### src/rtl/logic_gate_unit_if.sv
// Handshake bundle for logic_gate_unit.
// Producer and consumer sides share one interface; the unit is the slave.
interface logic_gate_unit_if #(
   parameter int WIDTH = 8,
   parameter int CNT_W = 8
);
   logic             in_valid;
   logic             in_ready;
   logic [WIDTH-1:0] in_a;
   logic [WIDTH-1:0] in_b;
   logic [2:0]       op;
   logic             mode;
   logic             in_last;
   logic             out_valid;
   logic             out_ready;
   logic [WIDTH-1:0] out_y;
   logic             out_parity;
   logic [CNT_W-1:0] out_count;

   modport master (
      output in_valid, in_a, in_b, op, mode, in_last, out_ready,
      input  in_ready, out_valid, out_y, out_parity, out_count
   );

   modport slave (
      input  in_valid, in_a, in_b, op, mode, in_last, out_ready,
      output in_ready, out_valid, out_y, out_parity, out_count
   );
endinterface

### src/rtl/logic_gate_unit.sv
// Registered bitwise logic unit: per-pair ops or multi-beat reduction,
// with valid/ready flow control and a one-cycle registered result.
module logic_gate_unit #(
   parameter int WIDTH = 8,
   parameter int CNT_W = 8
) (
   input logic              clk,
   input logic              rst_n,
   logic_gate_unit_if.slave bus
);

   localparam logic [1:0] S_IDLE  = 2'd0;
   localparam logic [1:0] S_ACCUM = 2'd1;
   localparam logic [1:0] S_HOLD  = 2'd2;

   logic [1:0]       r_state;
   logic [2:0]       r_op;
   logic [WIDTH-1:0] r_acc;
   logic [CNT_W-1:0] r_cnt;
   logic [WIDTH-1:0] r_y;
   logic [CNT_W-1:0] r_count;

   logic             w_in_ready;
   logic             w_fire;
   logic             w_first;
   logic [WIDTH-1:0] w_base;
   logic [CNT_W-1:0] w_cnt_inc;

   function automatic logic [WIDTH-1:0] f_pair(
      input logic [2:0]       op,
      input logic [WIDTH-1:0] a,
      input logic [WIDTH-1:0] b
   );
      logic [WIDTH-1:0] y;
      unique case (op)
         3'd0:    y = a & b;
         3'd1:    y = a | b;
         3'd2:    y = a ^ b;
         3'd3:    y = ~(a & b);
         3'd4:    y = ~(a | b);
         3'd5:    y = ~(a ^ b);
         3'd6:    y = a;
         default: y = ~a;
      endcase
      return y;
   endfunction

   // Inverting ops fold with their base op; inversion happens once at the end.
   function automatic logic [WIDTH-1:0] f_base(
      input logic [2:0]       op,
      input logic [WIDTH-1:0] acc,
      input logic [WIDTH-1:0] a
   );
      logic [WIDTH-1:0] y;
      unique case (op)
         3'd0, 3'd3: y = acc & a;
         3'd1, 3'd4: y = acc | a;
         3'd2, 3'd5: y = acc ^ a;
         default:    y = a;
      endcase
      return y;
   endfunction

   function automatic logic [WIDTH-1:0] f_xform(
      input logic [2:0]       op,
      input logic [WIDTH-1:0] acc
   );
      logic [WIDTH-1:0] y;
      unique case (op)
         3'd3, 3'd4, 3'd5, 3'd7: y = ~acc;
         default:                y = acc;
      endcase
      return y;
   endfunction

   assign w_in_ready = (r_state != S_HOLD) || bus.out_ready;
   assign w_fire     = bus.in_valid && w_in_ready;
   assign w_first    = (r_state != S_ACCUM);
   assign w_base     = f_base(r_op, r_acc, bus.in_a);
   assign w_cnt_inc  = (r_cnt == '1) ? r_cnt : r_cnt + CNT_W'(1);

   always_ff @(posedge clk or negedge rst_n) begin
      if (!rst_n) begin
         r_state <= S_IDLE;
         r_op    <= 3'd0;
         r_acc   <= '0;
         r_cnt   <= '0;
         r_y     <= '0;
         r_count <= '0;
      end else if (w_fire && w_first) begin
         if (!bus.mode) begin
            r_y     <= f_pair(bus.op, bus.in_a, bus.in_b);
            r_count <= CNT_W'(1);
            r_state <= S_HOLD;
         end else begin
            r_op  <= bus.op;
            r_acc <= bus.in_a;
            r_cnt <= CNT_W'(1);
            if (bus.in_last) begin
               r_y     <= f_xform(bus.op, bus.in_a);
               r_count <= CNT_W'(1);
               r_state <= S_HOLD;
            end else begin
               r_state <= S_ACCUM;
            end
         end
      end else if (w_fire) begin
         r_acc <= w_base;
         r_cnt <= w_cnt_inc;
         if (bus.in_last) begin
            r_y     <= f_xform(r_op, w_base);
            r_count <= w_cnt_inc;
            r_state <= S_HOLD;
         end
      end else if (r_state == S_HOLD && bus.out_ready) begin
         r_state <= S_IDLE;
      end
   end

   assign bus.in_ready   = w_in_ready;
   assign bus.out_valid  = (r_state == S_HOLD);
   assign bus.out_y      = r_y;
   assign bus.out_parity = ^r_y;
   assign bus.out_count  = r_count;

endmodule

### src/flat_wrapper.sv
// flat-port wrapper written by rule: the top's interface ports become plain ports
module logic_gate_unit_flat 
#(
   parameter int WIDTH = 8,
   parameter int CNT_W = 8
)
  (clk, rst_n, bus_in_valid, bus_in_a, bus_in_b, bus_op, bus_mode, bus_in_last, bus_out_ready, bus_in_ready, bus_out_valid, bus_out_y, bus_out_parity, bus_out_count);
  logic_gate_unit_if #(.WIDTH(WIDTH), .CNT_W(CNT_W)) bus_i ();
  input logic clk;
  input logic rst_n;
  input wire logic [$bits(bus_i.in_valid)-1:0] bus_in_valid;
  input wire logic [$bits(bus_i.in_a)-1:0] bus_in_a;
  input wire logic [$bits(bus_i.in_b)-1:0] bus_in_b;
  input wire logic [$bits(bus_i.op)-1:0] bus_op;
  input wire logic [$bits(bus_i.mode)-1:0] bus_mode;
  input wire logic [$bits(bus_i.in_last)-1:0] bus_in_last;
  input wire logic [$bits(bus_i.out_ready)-1:0] bus_out_ready;
  output wire logic [$bits(bus_i.in_ready)-1:0] bus_in_ready;
  output wire logic [$bits(bus_i.out_valid)-1:0] bus_out_valid;
  output wire logic [$bits(bus_i.out_y)-1:0] bus_out_y;
  output wire logic [$bits(bus_i.out_parity)-1:0] bus_out_parity;
  output wire logic [$bits(bus_i.out_count)-1:0] bus_out_count;
  assign bus_i.in_valid = bus_in_valid;
  assign bus_i.in_a = bus_in_a;
  assign bus_i.in_b = bus_in_b;
  assign bus_i.op = bus_op;
  assign bus_i.mode = bus_mode;
  assign bus_i.in_last = bus_in_last;
  assign bus_i.out_ready = bus_out_ready;
  assign bus_in_ready = bus_i.in_ready;
  assign bus_out_valid = bus_i.out_valid;
  assign bus_out_y = bus_i.out_y;
  assign bus_out_parity = bus_i.out_parity;
  assign bus_out_count = bus_i.out_count;
  logic_gate_unit #(.WIDTH(WIDTH), .CNT_W(CNT_W)) u_core (.clk(clk), .rst_n(rst_n), .bus(bus_i));
endmodule
### config.mk
export PLATFORM = sky130hd
export DESIGN_NAME = logic_gate_unit_flat
export DESIGN_NICKNAME = d
export VERILOG_FILES = /design/src/rtl/logic_gate_unit_if.sv /design/src/rtl/logic_gate_unit.sv /design/src/flat_wrapper.sv
export SDC_FILE = /design/constraint.sdc
export NUM_CORES = 1
export LEC_CHECK = 0
export CORE_MARGIN = 2
export CORE_UTILIZATION = 57
export DETAILED_ROUTE_END_ITERATION = 6
export GPL_ROUTABILITY_DRIVEN = 0
export GPL_TIMING_DRIVEN = 0
export PLACE_DENSITY = 0.8
export SLEW_MARGIN = 40
export SYNTH_ARGS = -nofsm -noshare
export SYNTH_HDL_FRONTEND = slang
export SYNTH_SLANG_ARGS = --single-unit
### constraint.sdc
create_clock -name clk -period 2.42 [get_ports clk]
set_clock_uncertainty 0.2 [all_clocks]
set_input_delay 0.484 -clock clk [delete_from_list [all_inputs] [get_ports clk]]
set_output_delay 0.484 -clock clk [all_outputs]
set_load 0.005 [all_outputs]
==> results.cfg <==
[critical_path]
cpPeakStageDelay_ns = 0.33
critPathRequiredTime_ns = 2.41
crit_arrival_ns = 2.39
endpoint_kind = flop
cp_num_buf_inv = 2
path_max_fanout = 7
reg2regPathDepth = 5
crit_chain = clkdlybuf4s18_2 > inv_1 > ha_1 > mux2_2 > o211ai_1 > o221ai_2 > xnor2_1 > o221a_2
slowest_stage = ha_1
r2r-end = u_core.bus.out_y[0]
r2r_slack_ns = 0.10
startpoint_type = input pin
path_class = in2reg
cpLargestDelayFamily = compound AO/OA/AOI/OAI gates
reg2reg_from = u_core.r_op[1]

[cells_and_area]
area_delta_synth_final_pct = 19.4
antenna_cells = 0
design_area_um2 = 4470
finish.net_count = 559
drive_gt1_frac = 0.161
finalCoreUtilization = 0.705
fillers = 498
regArea_um2 = 926
multiInputGateArea_um2 = 2590

[detailed_routing]
firstDrtPassIters = 7
wl_um = 10500
vias_per_cell = 6.32
vias = 3662
drc = 0
drtAntennaViolNets = 0
wl_per_cell_um = 18.1
first_iter_violations = 421

[timing]
layout_setup_ws_ns = 0.0220
post-route-period-util = 0.991
rsz0062_at_grt = false
worst_pin_slew_ns = 0.603
slew_violations = 0
min_period_ns = 2.40
setup_violations = 0
hold_ws_ns = 0.283
max_freq_mhz = 417
slew_headroom = 0.597
hold_viol = 0

[grt]
antenna_found_initial = 0
grt_max_degree = 38
grtUsageTotal = 0.293
grt_overflow = 0
grt_pass1_wl_um = 17100
grt_pass1_vias = 3426

[floorplan]
die_y_um = 85.1
die_x_um = 85.1
dieArea_um2 = 7240
coreArea_um2 = 6350
start_util = 0.590
rows = 29
ioPinCount = 44

[power]
intPower_w = 0.00202
power_frac_seq = 0.272
p_leak_nw = 1.99
power_density_nw_per_um2 = 776
p_comb_frac = 0.601
clockPowerShare = 0.127
p_switching_w = 0.00146
switching_share = 0.419
irDropWorstVdd_uv = 746

[logic_synthesis]
synthDistinctLibCells = 58
synthFlopType = dfrtp_1
synth-compound-area-share = 0.231
netlist_top_cells_count = nand2_1 (40), dfrtp_1 (37), inv_1 (36)
synth_area_um2 = 3750
synth_top_area_frac = 0.247
synthTopCellsByArea = dfrtp_1 (25%), ha_1 (11%), xnor2_1 (4.7%)
synth-xor-area-share = 0.0725
muxShareOfSynthArea = 0.0999
synth_top_family_by_area = compound AO/OA/AOI/OAI gates
yosysWarningCount = 0
yosysTopAreaCell = dfrtp_1
yosysSeqAreaShare = 0.247
synth-adder-area-share = 0.110
async_reset_ff_frac = 1.00
ys_ff_latch = 37
syn_area_per_cell_um2 = 8.40
synth_most_common_cell = nand2_1
syn_nets = 504
synthSimpleGateAreaFrac = 0.160
synth_edf_count = 0
synth_cells = 446

[worst_hold_path]
hold_class = reg2reg
worstHoldEndpoint = u_core.bus.out_count[6]
hold_depth = 2
hp-start = u_core.bus.out_count[6]

[place]
io_buffer_count = 40
place_ws_ns = -0.893
placed_area_um2 = 4240
hpwl_um = 7660

[clocking]
clock_sink_count = 37
cts_root_buf = clkbuf_8
clockBufferDepth = 2
cts_tree = yes
htree_levels = 2
clk_transition_reported_paths_ns = 0.08
cts_buffers = 5
clk_latency_ns = 0.30

[run]
maxCapViolations = 0

[run_status]
outcome = completed
-- sequential cells by signal, summed over array words and instances, names as in the netlist --
signal / count
u_core.r_cnt: 8
u_core.r_op: 3
u_core.bus.out_count: 8
u_core.r_state: 2
u_core.r_acc: 8
u_core.bus.out_y: 8
-- per-stage QoR --
| stage | std cells | setup TNS [ns] | power, W |
|---|---|---|---|
| after floorplan | 446 | 0 | 0.00225 |
| final | 579 | 0 | 0.00347 |
| after CTS | 578 | 0 | 0.00340 |
| after detailed placement | 563 | -13.52 | 0.00290 |
| after global placement | 563 | -22.92 | 0.00281 |
| after global routing | 579 | 0 | 0.00371 |
-- what timing repair did --
action                     4_1_cts  5_1_grt
setup endpoints to repair       24       26
hold buffers                     1        0
gates resized for setup         30       27
setup buffers                    6        2
pin swaps                        4        7
gates cloned                     0        0
hold endpoints to repair        37        0
-- kinds of logic (layout without fill, tap and decap cells) --
logic type	Yosys count	count (layout)
muxes	29	29
and+or+nand+nor	119	119
DFF	37	37
buffers and inverters	70	126
xor gates and xnor gates	31	31
adders and majority gates	33	33
AOI/OAI and AO/OA	127	127
-- cell usage in the layout, fill, tap and decap left out, types with 5 or more instances in the layout --
cell | synthesis | routed
o211ai_1 | 5 | 5
mux4_2 | 5 | 5
nand2b_1 | 13 | 13
buf_2 | 17 | 17
buf_4 | 0 | 8
nand2_1 | 40 | 39
nand3_1 | 7 | 6
nor2_1 | 22 | 22
nor2b_1 | 9 | 9
nor3_1 | 8 | 8
a31oi_1 | 5 | 5
clkdlybuf4s50_1 | 0 | 27
xor2_1 | 11 | 11
clkbuf_2 | 0 | 5
mux2_2 | 7 | 7
inv_1 | 36 | 35
a21oi_1 | 24 | 23
a211oi_1 | 6 | 5
xnor2_1 | 20 | 18
clkbuf_1 | 13 | 8
mux2i_1 | 16 | 16
dfrtp_1 | 37 | 37
clkbuf_8 | 0 | 6
ha_1 | 33 | 32
o221ai_1 | 7 | 5
o21ai_0 | 34 | 33
-- tightest hold or removal path, cell delays in order, from the launching register on --
cell	delay (ns)
dfrtp_1	0.35
nand2_1	0.05
nand2_1	0.06
-- area by class of cell --
| class | instances | area share |
|---|---|---|
| Inverter | 36 | 0.0302 |
| Clock buffer | 5 | 0.0154 |
| Timing Repair Buffer | 49 | 0.102 |
| Sequential cell | 37 | 0.207 |
| Buffer | 33 | 0.0403 |
| Multi-Input combinational cell | 339 | 0.580 |
| Tap cell | 77 | 0.0215 |
| Clock inverter | 3 | 0.00391 |
-- worst max path at each step --
stage                        start  slack (ns)  cells past startpoint                  end
6_report               bus_in_a[2]        0.02                      8  u_core.bus.out_y[2]
5_1_grt                bus_in_a[2]      0.0007                      8  u_core.bus.out_y[2]
4_1_cts        u_core.bus.out_y[3]      0.0007                      4       bus_out_parity
3_5_place_dp           bus_in_a[7]       -0.89                      9      u_core.r_acc[7]
3_3_place_gp           bus_in_a[7]       -0.80                      9      u_core.r_acc[7]
2_1_floorplan          bus_in_a[7]        0.11                      8      u_core.r_acc[7]
-- power by group through the flow --
stage	clock [W]	sequential, W	combinational [W]
floorplan	0	0.000923	0.00133
global placement	0	0.000946	0.00186
detailed placement	0	0.000956	0.00194
CTS	0.000444	0.000937	0.00202
global route	0.000465	0.000968	0.00227
finish	0.000442	0.000945	0.00209
-- metal layers --
layer / track usage / up-vias / wire length [um]
met3: 0.0389 / 29 / 743
met1: 0.419 / 1764 / 4680
met4: 0.0750 / 0 / 213
met2: 0.469 / 165 / 4870
met5: 0 / - / 0
li1: - / 1704 / -
No activity file was read; power rests on OpenSTA's default activity.
==> variant 1, RTL diff (same flow settings) <==
`CNT_W` is set to 8 in 3 places; all go to 10.
--- a/src/rtl/logic_gate_unit_if.sv
+++ b/src/rtl/logic_gate_unit_if.sv
@@ -2,7 +2,7 @@
 // Producer and consumer sides share one interface; the unit is the slave.
 interface logic_gate_unit_if #(
    parameter int WIDTH = 8,
-   parameter int CNT_W = 8
+   parameter int CNT_W = 10
 );
    logic             in_valid;
    logic             in_ready;
--- a/src/rtl/logic_gate_unit.sv
+++ b/src/rtl/logic_gate_unit.sv
@@ -2,7 +2,7 @@
 // with valid/ready flow control and a one-cycle registered result.
 module logic_gate_unit #(
    parameter int WIDTH = 8,
-   parameter int CNT_W = 8
+   parameter int CNT_W = 10
 ) (
    input logic              clk,
    input logic              rst_n,
--- a/src/flat_wrapper.sv
+++ b/src/flat_wrapper.sv
@@ -2,7 +2,7 @@
 module logic_gate_unit_flat 
 #(
    parameter int WIDTH = 8,
-   parameter int CNT_W = 8
+   parameter int CNT_W = 10
 )
   (clk, rst_n, bus_in_valid, bus_in_a, bus_in_b, bus_op, bus_mode, bus_in_last, bus_out_ready, bus_in_ready, bus_out_valid, bus_out_y, bus_out_parity, bus_out_count);
   logic_gate_unit_if #(.WIDTH(WIDTH), .CNT_W(CNT_W)) bus_i ();
Interface: changed (resized bus_out_count); port bits go from 44 to 46. The function was not compared with the original's and may differ.
==> variant 1 against the original RTL <==
  * Power grew 0.93%
  * Design area grew 2.0%
  * Critical path type is now in -> out
  * Sequential cell count grew 4
  * Synthesized area grew 2.4%
  * Clock power grew 54%
  * Via count grew 0.49%
  * Sequential power grew 8%
  * Worst setup slack gained 0.032 ns
  * Wire length shrank 3.0%
  * Largest power group unchanged
==> variant 1: results (changes against the original RTL) <==
sequential share of the synthesized area=26.74% (+2.0 points); Crit-path slowest cell=clkdlybuf4s50_1; Core Box Area=6422 µm² (+1.1%); count of plain and timing-repair buffers=74 (-9.8%); Syn Area/Cell=8.621 µm² (+2.6%); top post-synthesis cells by area=dfrtp_1 27%, ha_1 11%, mux2i_1 6.3%; slowest cell delay on critical path=0.41 ns (+0.08 ns); vias per cell=6.400 (+1.2%); initial antenna violation count=0 (unchanged); Reg area=1026 µm² (+11%); delay-heaviest family, CP=buffers and inverters; initial DRC count=324 (-23%); clock-cell share of area=3.015% (+1.1 points); outcome=completed; VDD IR max=0.4848 mV (-35%); dpl ws=-0.6523 ns (+0.2410 ns); Final HPWL DP=7.511 mm (-1.9%); multi-input gate count=341 (+0.59%); Data buffer area share=12.83% (-1.4 points); hold crit path type=reg -> reg; average wire per standard cell=17.71 µm (-2.4%); largest net degree at the start of global routing=42 (+11%); number of port buffers=41 (+2.5%); syn nets=503 (-0.20%); TritonRoute pass-1 iters=5 (-2); layout cells sized above 1=11.85% (-4.3 points); first-pass GRT wire length=16.67 mm (-2.6%); placed insts=563 (unchanged); final core occ=71.09% (+0.63 points); TritonCTS Buffers=5 (unchanged); multi-input logic area=2592 µm² (about the same); Routed WL=10.18 mm (-3.0%); Signal inverters=34 (-5.6%); fillers=492 (-1.2%); GR Util All Layers=28.24% (-1.0 points); vias in the first global route=3413 (-0.38%); LEAKAGE=2.053 nW (+2.9%); top cells by count, synth=41 x dfrtp_1, 35 x nand2_1, 33 x ha_1, 33 x inv_1, 32 x o21ai_0; Placed Area=4340 µm² (+2.4%); Critical Path AT=1.68 ns (-0.71 ns); ant diodes=0 (unchanged); Sink Count=41 (+11%); Netlist cell types=61 (+5.2%); Rel. slew slack=58.25% (-1.5 points)
variant 1: cell families after synthesis:
logic type | share of synthesized area [%]
xor+xnor | 5.251
simple gates | 14.71
buf+inv | 7.208
compound gates | 24.36
mux | 10.96
flops | 26.74
fa+ha+maj | 10.76
variant 1: path summary, 6_finish.rpt:
| kind | from | endpoint | depth (start not counted) | slack, ns |
|---|---|---|---|---|
| min reg2reg | u_core.bus.out_count[6]$_DFFE_PN0P_ | u_core.bus.out_count[6]$_DFFE_PN0P_ | 2 | 0.29 |
| max | bus_out_ready | bus_in_ready | 4 | 0.05 |
| max reg2reg | u_core.r_op[0]$_DFFE_PN0P_ | u_core.bus.out_y[1]$_DFFE_PN0P_ | 6 | 0.17 |
| min in group asynchronous | rst_n | u_core.bus.out_count[3]$_DFFE_PN0P_ | 2 | 0.50 |
| max in group asynchronous | rst_n | u_core.bus.out_y[7]$_DFFE_PN0P_ | 2 | 1.15 |
| min | u_core.bus.out_count[6]$_DFFE_PN0P_ | u_core.bus.out_count[6]$_DFFE_PN0P_ | 2 | 0.29 |
variant 1: report_power, final:
part | internal (W) | switching, W
clock | 0.000416 | 0.000264
combinational | 0.000895 | 0.000914
sequential | 0.000860 | 0.000155
total | 0.00217 | 0.00133
variant 1: routing by layer:
metal / up-vias / global-route usage, % / routed length [µm]
met5: - / 0 / 0
met4: 0 / 7.792 / 161
met3: 16 / 4.716 / 843
met2: 189 / 44.26 / 4718
met1: 1742 / 40.38 / 4460
li1: 1733 / - / -
variant 1: repair_timing:
action / in CTS / in global routing
endpoints found under the hold margin: 41 / 0
pin swaps: 2 / 2
hold buffers: 1 / 0
resized for setup: 13 / 19
endpoints found under the setup margin: 15 / 22
setup buffers: 3 / 0
==> variant 2, RTL diff (config.mk and constraints unchanged) <==
Made on the original files. Make the reset (`rst_n`) synchronous in one clocked block.
--- a/src/rtl/logic_gate_unit.sv
+++ b/src/rtl/logic_gate_unit.sv
@@ -79,7 +79,7 @@
    assign w_base     = f_base(r_op, r_acc, bus.in_a);
    assign w_cnt_inc  = (r_cnt == '1) ? r_cnt : r_cnt + CNT_W'(1);
 
-   always_ff @(posedge clk or negedge rst_n) begin
+   always_ff @(posedge clk) begin
       if (!rst_n) begin
          r_state <= S_IDLE;
          r_op    <= 3'd0;
Check against the original RTL: differs if rst_n is asserted again (counterexample within 4 cycles, from zero or initial values and one cycle with rst_n low); with rst_n held inactive, the same outputs for 4 cycles.
==> variant 2 against the original RTL <==
  * Design area fell by 2.0%
  * Via count rose by 5.3%
  * Die area fell by 1.5%
  * Highest routed layer unchanged
  * Worst setup slack improved by 0.029 ns
  * Wire length rose by 2.9%
  * First-iteration DRC count fell by 29%
  * Sequential cell count did not move
  * Core utilization fell by 1.0 points
  * Synthesized area fell by 1.5%
Power is not compared: it rests on default switching activity, and its combinational part moved more than twofold at a synthesized area within 25%.
==> variant 2: results (changes against the original RTL) <==
most common cell after layout, fill and taps aside=o21ai_0; Placed Area=4185 µm² (-1.3%); layout cells sized above 1=13.40% (-2.7 points); asr flop ratio synth=0% (-100 points); DR top layer=met4; Critical Path AT=2.37 ns (-0.02 ns); Post-Synth XOR/XNOR Area=5.699% (-1.5 points); WL met2=4.891 mm (+0.39%); CTS root buf=clkbuf_8; top post-synthesis cells by area=dfxtp_1 20%, ha_1 11%, o21ai_0 6.4%; synth warn=0 (unchanged); syn nets=541 (+7.3%); mux contribution to synthesized area=7.598% (-2.4 points); sequential share of the synthesized area=20.08% (-4.6 points); Mapped Cells=483 (+8.3%); GR Util met1=41.73% (-0.15 points); via count=3856 (+5.3%); Final HPWL DP=7.995 mm (+4.4%); length of routed wiring on met1=4.672 mm (about the same); top cells by count, synth=47 x o21ai_0, 37 x dfxtp_1, 36 x nand2_1, 35 x inv_1, 33 x ha_1; GR Util met2=47.04% (+0.096 points); Finished Layout Cells=607 (+4.8%); Netlist cell types=55 (-5.2%); vias in the first global route=3545 (+3.5%); fillers=546 (+9.6%); outcome=completed; Crit-path slowest cell=clkdlybuf4s50_1; Compound-Gate Fraction of Synth Area=29.34% (+6.3 points); worst-path fanout max=7 (unchanged); WL met3=1.011 mm (+36%); postcts setup bufs=0 (-6); met3 usage=4.621% (+0.73 points); ant diodes=0 (unchanged); first-pass GRT wire length=17.28 mm (+0.93%); Worst-Skew Late Latency=0.29 ns; TritonRoute pass-1 iters=6 (-1); placed insts=600 (+6.6%); Rel. slew slack=46.08% (-14 points); DRC Markers=0 (unchanged); Adder-Cell Fraction of Synth Area=11.19% (+0.17 points); initial DRC count=298 (-29%); H-Tree Depth=2 (unchanged); TritonCTS Buffers=5 (unchanged); LEAKAGE=1.767 nW; Nets=587 (+5.0%); slowest cell delay on critical path=0.42 ns (+0.09 ns); Routed WL=10.81 mm (+2.9%); VDD IR max=0.4501 mV; hold crit path type=reg -> reg; GR Util All Layers=29.62% (+0.36 points); largest net degree at the start of global routing=12 (-68%); dpl ws=-0.7805 ns (+0.1128 ns); delay-heaviest family, CP=compound AO/OA/AOI/OAI gates
==> variant 2: changes by cell type after synthesis, sizes merged, moves of 7 or more <==
cell and change:
nor3 -7, a211oi +19, dfrtp -37, nand3 +11, nor2b +14, o21ai +12
nand2b -11, a21boi +7, dfxtp +37
==> variant 2: worst paths after layout <==
kind,start,endpoint,slack (ns),cells after the start
setup / recovery,bus_out_ready,u_core.bus.out_y[2]$_SDFFE_PN0P_,0.05,7
hold / removal,u_core.bus.out_count[5]$_SDFFE_PN0P_,u_core.bus.out_count[5]$_SDFFE_PN0P_,0.28,2
setup reg to reg,u_core.r_op[1]$_SDFFE_PN0P_,u_core.bus.out_y[2]$_SDFFE_PN0P_,0.10,8
hold reg to reg,u_core.bus.out_count[5]$_SDFFE_PN0P_,u_core.bus.out_count[5]$_SDFFE_PN0P_,0.28,2
==> variant 2: tightest hold or removal path, stage by stage, from the launching register on <==
cell,delay [ns]
dfxtp_1,0.32
nand2_1,0.05
a21boi_0,0.07
==> variant 2: layout make-up <==
| cell class | count | area, µm² | area share (%) |
|---|---|---|---|
| Sequential cell | 37 | 744.5 | 16.99 |
| Clock inverter | 2 | 10.01 | 0.2284 |
| Buffer | 38 | 196.4 | 4.482 |
| Clock buffer | 6 | 72.57 | 1.656 |
| Timing Repair Buffer | 40 | 380.4 | 8.678 |
| Multi-Input combinational cell | 372 | 2751 | 62.77 |
| Tap cell | 77 | 96.34 | 2.198 |
| Inverter | 35 | 131.4 | 2.997 |
==> variant 2: power by group <==
group          switching [W]  internal, W
Sequential         0.0000294     0.000639
Clock               0.000231     0.000200
Combinational       0.000373     0.000311
==> variant 2: what timing repair did <==
item	CTS	global route
setup endpoints to repair	17	12
hold buffers	0	0
pin swaps	1	10
gates resized for setup	19	43
